`src/rtl/alu_pkg.sv`:
```
// Shared definitions for the 8-bit ALU: operand and opcode widths, the opcode
// encoding, and the helper that identifies single-operand commands.
package alu_pkg;

  localparam int ALU_WIDTH = 8;
  localparam int ALU_OPW   = 3;

  typedef enum logic [ALU_OPW-1:0] {
    OP_ADD = 3'b000,
    OP_SUB = 3'b001,
    OP_AND = 3'b010,
    OP_OR  = 3'b011,
    OP_XOR = 3'b100,
    OP_NOT = 3'b101,
    OP_SHL = 3'b110,
    OP_SHR = 3'b111
  } alu_op_t;

  // Unary commands carry only operand A; their frame has no B byte.
  function automatic logic is_unary(alu_op_t op);
    return (op == OP_NOT) || (op == OP_SHL) || (op == OP_SHR);
  endfunction

endpackage

```
`src/rtl/alu_frame_loader.sv`:
```
// Byte-stream frame assembler in front of the ALU datapath: collects
// opcode / A / (B) bytes and issues one registered command per frame.
module alu_frame_loader
  import alu_pkg::*;
#(
  parameter int WIDTH = ALU_WIDTH,
  parameter int OPW   = ALU_OPW
) (
  input  logic             clk,
  input  logic             rst_n,
  input  logic             in_valid,
  output logic             in_ready,
  input  logic [WIDTH-1:0] in_data,
  output logic             out_valid,
  input  logic             out_ready,
  output logic [OPW-1:0]   op,
  output logic [WIDTH-1:0] a,
  output logic [WIDTH-1:0] b,
  output logic             err,
  output logic [7:0]       frame_cnt
);

  typedef enum logic [1:0] {
    S_OP,
    S_A,
    S_B,
    S_ISSUE
  } state_t;

  state_t           r_state;
  logic             r_out_valid;
  logic [OPW-1:0]   r_op;
  logic [WIDTH-1:0] r_a;
  logic [WIDTH-1:0] r_b;
  logic             r_err;
  logic [7:0]       r_frame_cnt;

  logic             w_accept;
  logic             w_op_legal;

  // Ready is held low during reset so no byte is consumed by a resetting loader.
  assign in_ready   = rst_n && (r_state != S_ISSUE);
  assign w_accept   = in_valid && in_ready;
  assign w_op_legal = (in_data[WIDTH-1:OPW] == '0);

  // NOTE: all state below is updated with non-blocking assignments so every
  // register samples the pre-edge values, independent of statement order.
  always_ff @(posedge clk) begin
    if (!rst_n) begin
      r_state     <= S_OP;
      r_out_valid <= 1'b0;
      r_op        <= '0;
      r_a         <= '0;
      r_b         <= '0;
      r_err       <= 1'b0;
      r_frame_cnt <= '0;
    end else begin
      r_err <= 1'b0;
      case (r_state)
        S_OP: begin
          if (w_accept) begin
            if (w_op_legal) begin
              r_op    <= in_data[OPW-1:0];
              r_state <= S_A;
            end else begin
              r_err <= 1'b1;
            end
          end
        end
        S_A: begin
          if (w_accept) begin
            r_a <= in_data;
            if (is_unary(alu_op_t'(r_op))) begin
              r_b         <= '0;
              r_out_valid <= 1'b1;
              r_state     <= S_ISSUE;
            end else begin
              r_state <= S_B;
            end
          end
        end
        S_B: begin
          if (w_accept) begin
            r_b         <= in_data;
            r_out_valid <= 1'b1;
            r_state     <= S_ISSUE;
          end
        end
        S_ISSUE: begin
          if (out_ready) begin
            r_out_valid <= 1'b0;
            r_frame_cnt <= r_frame_cnt + 8'd1;
            r_state     <= S_OP;
          end
        end
        default: r_state <= S_OP;
      endcase
    end
  end

  assign out_valid = r_out_valid;
  assign op        = r_op;
  assign a         = r_a;
  assign b         = r_b;
  assign err       = r_err;
  assign frame_cnt = r_frame_cnt;

endmodule
```
`config.mk`:
```
export PLATFORM = sky130hd
export DESIGN_NAME = alu_frame_loader
export DESIGN_NICKNAME = d
export VERILOG_FILES = /design/src/rtl/alu_pkg.sv /design/src/rtl/alu_frame_loader.sv
export SDC_FILE = /design/constraint.sdc
export NUM_CORES = 1
export LEC_CHECK = 0
export ABC_AREA = 1
export ABC_CLOCK_PERIOD_IN_PS = 4030
export BUFFER_PORTS_ARGS = -buffer_cell sky130_fd_sc_hd__buf_2
export CORE_MARGIN = 1
export CORE_UTILIZATION = 36
export CTS_CLUSTER_SIZE = 24
export DETAILED_ROUTE_END_ITERATION = 7
export MAX_ROUTING_LAYER = met4
export PLACE_DENSITY_LB_ADDON = 0.1
export RECOVER_POWER = 50
export SYNTH_ARGS = -nofsm -noshare
export SYNTH_HDL_FRONTEND = slang
export SYNTH_SLANG_ARGS = --single-unit
```
`constraint.sdc`:
```
create_clock -name clk -period 4.03 [get_ports clk]
set_input_delay 0.2015 -clock clk [delete_from_list [all_inputs] [get_ports clk]]
set_output_delay 0.2015 -clock clk [all_outputs]
set_load 0.1 [all_outputs]
```
# [Word level (Yosys, flattened, before mapping)]
# Index checks and enable logic that the tools add are counted.
[totals] register_bits=31 inputBits=12 out_inout_bits=30 elab_cells=53
[op_classes] n_addsub=1 n_eq_ne=13 n_mux=17 n_reduce_logical=15
[op_table] operator="$mux W8" count=3
[op_table] operator="$pmux W8 S2" count=1
[op_table] operator="$ne A2 B2 Y1 const B" count=7
[op_table] operator="$mux W2" count=5
[op_table] operator="$reduce_and A5 Y1" count=2
[op_table] operator="$eq A3 B3 Y1 const B" count=3
[op_table] operator="$add A8 B1 Y8 const B" count=1
[op_table] operator="$pmux W2 S4" count=1
[op_table] operator="$mux W1" count=6
[op_table] operator="$reduce_and A3 Y1" count=2
[op_table] operator="$logic_not A5 Y1" count=1
[op_table] operator="$eq A2 B2 Y1 const B" count=2
[op_table] operator="$reduce_and A2 Y1" count=2
[op_table] operator="$reduce_and A4 Y1" count=1
[op_table] operator="$pmux W1 S3" count=1
[op_table] operator="$reduce_bool A3 Y1" count=1
[op_table] operator="$eq A2 B1 Y1 const B" count=1
[op_table] operator="$logic_and A1 B1 Y1" count=2
[op_table] operator="$logic_not A2 Y1" count=1
[op_table] operator="$logic_or A1 B1 Y1" count=2
[op_table] operator="$reduce_bool A2 Y1" count=1

# [Longest topological paths before layout]
[logic_depth] ltp_word=6 ltp_mapped=10 depth_no_buf=9

# [Worst setup path before layout]
# OpenSTA, ideal clock, no wires.
[synth_path] path_type="reg2reg" from="register r_op[2] (netlist: op[2])" to="register r_out_valid (netlist: out_valid)" setup_time_ns=0.064 t_arrival_ns=1.783 t_required_ns=3.966 slack_ns=2.184 path_stages_with_launch=8 n_path_buf=1 synth_period_minus_slack_ns=1.846 path_cell_list="dfxtp_1 -> inv_1 -> o21ai_2 -> buf_2 -> nand3_1 -> nand2_1 -> inv_1 -> nor2_1"
[synth_between] elab_chain_len=5 elab_cells_between_ends=7 classes_between="eq/ne: 4; reduce/logical: 3"
[synth_lines] item="start, declared" line_no="alu_frame_loader.sv:32" text="logic [OPW-1:0] r_op;"
[synth_lines] item="start signal, assigned" line_no="alu_frame_loader.sv:63" text="r_op <= in_data[OPW-1:0];"
[synth_lines] item="$eq A3 B3 Y1" line_no="alu_pkg.sv:21" text="return (op == OP_NOT) || (op == OP_SHL) || (op == OP_SHR);"
[synth_lines] item="$logic_or A1 B1 Y1" line_no="alu_pkg.sv:21"
[synth_lines] item="$logic_or A1 B1 Y1 *" line_no="alu_pkg.sv:21"
[synth_lines] item="$ne A2 B2 Y1 (no line) *"
[synth_lines] item="$reduce_and A5 Y1 (no line) *"
[synth_lines] item="end signal, assigned" line_no="alu_frame_loader.sv:51" text="r_out_valid <= 1'b0;"
[synth_lines] item="end signal, assigned" line_no="alu_frame_loader.sv:75" text="r_out_valid <= 1'b1;"
[synth_lines] item="end signal, assigned" line_no="alu_frame_loader.sv:85" text="r_out_valid <= 1'b1;"
[synth_lines] item="end, declared" line_no="alu_frame_loader.sv:31" text="logic r_out_valid;"
# Every way passes the cells marked *; elsewhere a longest branch is shown, timed or not.
# A chain may end at the register's enable or synchronous reset.

# [Worst setup path in the final report]
[layout_path] from="register r_state[0]" to="register r_b[3] (netlist: b[3])"
[layout_between] elab_chain_len=5 elab_cells_between_ends=11 classes_between="eq/ne: 6; mux: 1; reduce/logical: 4"
[layout_lines] item="start, declared" line_no="alu_frame_loader.sv:30" text="state_t r_state;"
[layout_lines] item="start signal, assigned" line_no="alu_frame_loader.sv:50" text="r_state <= S_OP;"
[layout_lines] item="start signal, assigned" line_no="alu_frame_loader.sv:64" text="r_state <= S_A;"
[layout_lines] item="start signal, assigned" line_no="alu_frame_loader.sv:76" text="r_state <= S_ISSUE;"
[layout_lines] item="$ne A2 B2 Y1" line_no="alu_frame_loader.sv:42" text="assign in_ready = rst_n && (r_state != S_ISSUE);"
[layout_lines] item="$logic_and A1 B1 Y1" line_no="alu_frame_loader.sv:42"
[layout_lines] item="$logic_and A1 B1 Y1" line_no="alu_frame_loader.sv:43" text="assign w_accept = in_valid && in_ready;"
[layout_lines] item="$ne A2 B2 Y1 (no line)"
[layout_lines] item="$reduce_and A4 Y1 (no line)"
[layout_lines] item="end signal, assigned" line_no="alu_frame_loader.sv:84" text="r_b <= in_data;"
[layout_lines] item="end, declared" line_no="alu_frame_loader.sv:34" text="logic [WIDTH-1:0] r_b;"
# Several ways; a longest one is shown, not always the timed one.

==> qor.yml <==
status: "complete, no violations"
worstHoldStart: "in_data[2]"
path_max_fanout: 9
clkLatencyLatePin_ps: 270
hold_depth: 3
drtIter0Drc: 76
cts_buffer_depth: 2
cts_hold_buf: 0
num_vias: 1302
place.gp.congestion: 0.802
antenna_found_initial: 0
place_area_um2: 1710
worstSetupEndpointType: "flip-flop"
grt_max_degree: 23
rrSetupSlack_ps: 2270
worstPathBufferInverterCount: 1
cap_violations: 0
critPathArrivalTime_ps: 1970
rsz0062_at_grt: "false"
cts_tree: "built"
cts_resized: 0
initial_core_util_pct: 37.3
yosysSeqAreaShare_pct: 41.6
wl_per_cell_um: 10.9
fin_tns_setup_ps: 0
vias_per_cell: 4.54
slowest_delay_ps: 360
maxSlewHeadroom_pct: 21.9
place.port_buffers: 41
fin_worst_skew_ps: 3.19
clkSinkCount: 31
first_global_vias: 1166
synth_area_um2: 1490
synthToLayoutAreaGrowth_pct: 19.6
firstDrtPassIters: 4
p_leak_uw: 0.000736
hold_viol_final: 0
io_pins: 42
postSynthCellCount: 194
finalCriticalPeriod_ps: 1760
worstMarginPinSlew_ps: 1180
reg2reg_depth: 6
setup_viol: 0
antenna_left: 0
synth_cell_type_count: 27
post-route-drc-count: 0
critical_path.top_delay_family: "simple AND/OR/NAND/NOR gates"
overflow: 0
start_kind: "flip-flop"
grt_pass1_wl_um: 5150
finalInstanceArea_um2: 1780
cts_setup_buffers: 0
crit_type: "flip-flop to flip-flop"
r2r-start: "r_state[0]"
critical_path.slowest_cell: "dfxtp_1"
cts_htree_levels: 2
ys_seq_elements: 31
slew_viol_final: 0
crit_path_cell_trace: "ha_1 > inv_2 > nand3_1 > nor2_8 > nand4_1 > a21oi_1"
yosysWarnings: 0
ir_worst_vdd_mv: 0.195
hold_end: "op[2]"
cts_buffers: 5
powerDensity_nw_per_um2: 386
die_h_um: 66.3
syn_area_per_cell_um2: 7.68
dieArea_um2: 4400
cp_data_required_time_ps: 4240
max_freq_mhz: 567
die_x_um: 66.3
cts_root_buffer: "clkbuf_8"
hold_class: "input port to flip-flop"
antenna_cells: 0
layout-drive-gt1-share_pct: 16.0
clk_pin_slew_ps: 70
dp_hpwl_um: 2350
yosys.area.top_type: "dfxtp_1"
final_net_count: 253
syn_nets: 211
totalWireLength_um: 3140
num_rows: 23
fin_crit_sh_pct: 43.8
coreArea_um2: 4000
yosysTopAreaCellShare_pct: 41.6
track_usage_pct: 16.0
fillCellCount: 446
reg2reg_to: "b[3]"
synthTopCellsByArea: "dfxtp_1 (42%), nand2_1 (8.6%), a21oi_1 (7.4%)"
-- stage by stage --
step                      hold WS [ps]  utilization (%)  instances  setup slack, ps  power (uW)
after global placement             435             42.8        279             2440         383
final                              189             44.6        287             2270         689
after detailed placement           436             42.8        279             2410         383
after global routing               214             44.6        287             2080         720
after floorplan                    336                -        194             2180         368
after CTS                          188             45.7        287             2270         700
-- layout make-up --
| type | instances | area, um2 | area share [%] |
|---|---|---|---|
| Inverter | 29 | 109 | 6.11 |
| Timing Repair Buffer | 41 | 171 | 9.61 |
| Clock buffer | 6 | 82.6 | 4.63 |
| Tap cell | 50 | 62.6 | 3.51 |
| Clock inverter | 2 | 35.0 | 1.96 |
| Sequential cell | 31 | 621 | 34.8 |
| Multi-Input combinational cell | 128 | 702 | 39.4 |
-- where the power goes --
part	leakage (uW)	switching (uW)	internal [uW]	total (uW)
logic	0.000425	48.4	14.8	63.1
registers	0.000250	1.73	309	311
clock network	0.0000612	115	200	315
-- cells in the final DEF, fill, tap and decap left out, types with 3 or more instances in the layout --
master / netlist / final
nand3_1: 4 / 5
inv_1: 25 / 26
nand2_1: 34 / 34
nand4_1: 11 / 11
ha_1: 5 / 5
dfxtp_1: 31 / 31
inv_2: 4 / 3
nor2_1: 22 / 22
nor3_1: 3 / 3
buf_2: 1 / 14
clkbuf_1: 2 / 27
clkbuf_8: 0 / 6
o21ai_0: 10 / 10
a21oi_1: 22 / 22
-- sequential cells by signal, summed over array words and instances, names as in the netlist --
name,cells
r_state,2
b,8
frame_cnt,8
op,3
out_valid,1
a,8
err,1
-- cell usage after synthesis --
library cell,n
nand2_2,1
a21oi_1,22
nand2_1,34
o21ai_1,2
nand3_4,2
clkbuf_1,2
buf_2,1
inv_2,4
o21ai_2,1
o21ai_0,10
nand2b_2,1
nor3_1,3
nand3_1,4
a21oi_4,1
a21oi_2,1
nor2_2,2
nand4_1,11
ha_1,5
nor2_1,22
nand3b_1,1
nor2_8,1
nand3_2,1
buf_6,3
nand2_4,1
inv_1,25
nor2_4,2
dfxtp_1,31
-- worst min-delay path: cells and delay by family --
kind,cells,cell delay (ps)
AND/OR/NAND/NOR,2,120
buffers and inverters,1,100
-- layer usage --
metal	share of wire [%]	vias up	global-route usage, %
met3	5.6	2	5.52
li1	-	711	-
met5	0	-	-
met1	51	556	19.7
met4	0.70	0	5.59
met2	43	33	24.4
-- kinds of logic (layout without fill, tap and decap cells) --
logic type / Yosys count / after routing / synth area share, %
AND/OR/NAND/NOR: 86 / 86 / 30.1
AO/OA/AOI/OAI: 37 / 37 / 13.7
flip-flops: 31 / 31 / 41.6
buffers and inverters: 35 / 78 / 10.4
adder cells (fa/ha/maj): 5 / 5 / 4.20
-- worst max path at each step --
stage | start | to | slack [ps] | depth (start not counted)
3_3_place_gp | r_state[0] | r_state[1] | 2440 | 8
6_report | r_state[0] | b[3] | 2270 | 6
3_5_place_dp | r_state[0] | r_state[1] | 2410 | 8
2_1_floorplan | op[2] | out_valid | 2180 | 7
4_1_cts | r_state[0] | in_ready | 2270 | 3
5_1_grt | r_state[0] | b[3] | 2080 | 6
Power figures use the tool's default switching activity.
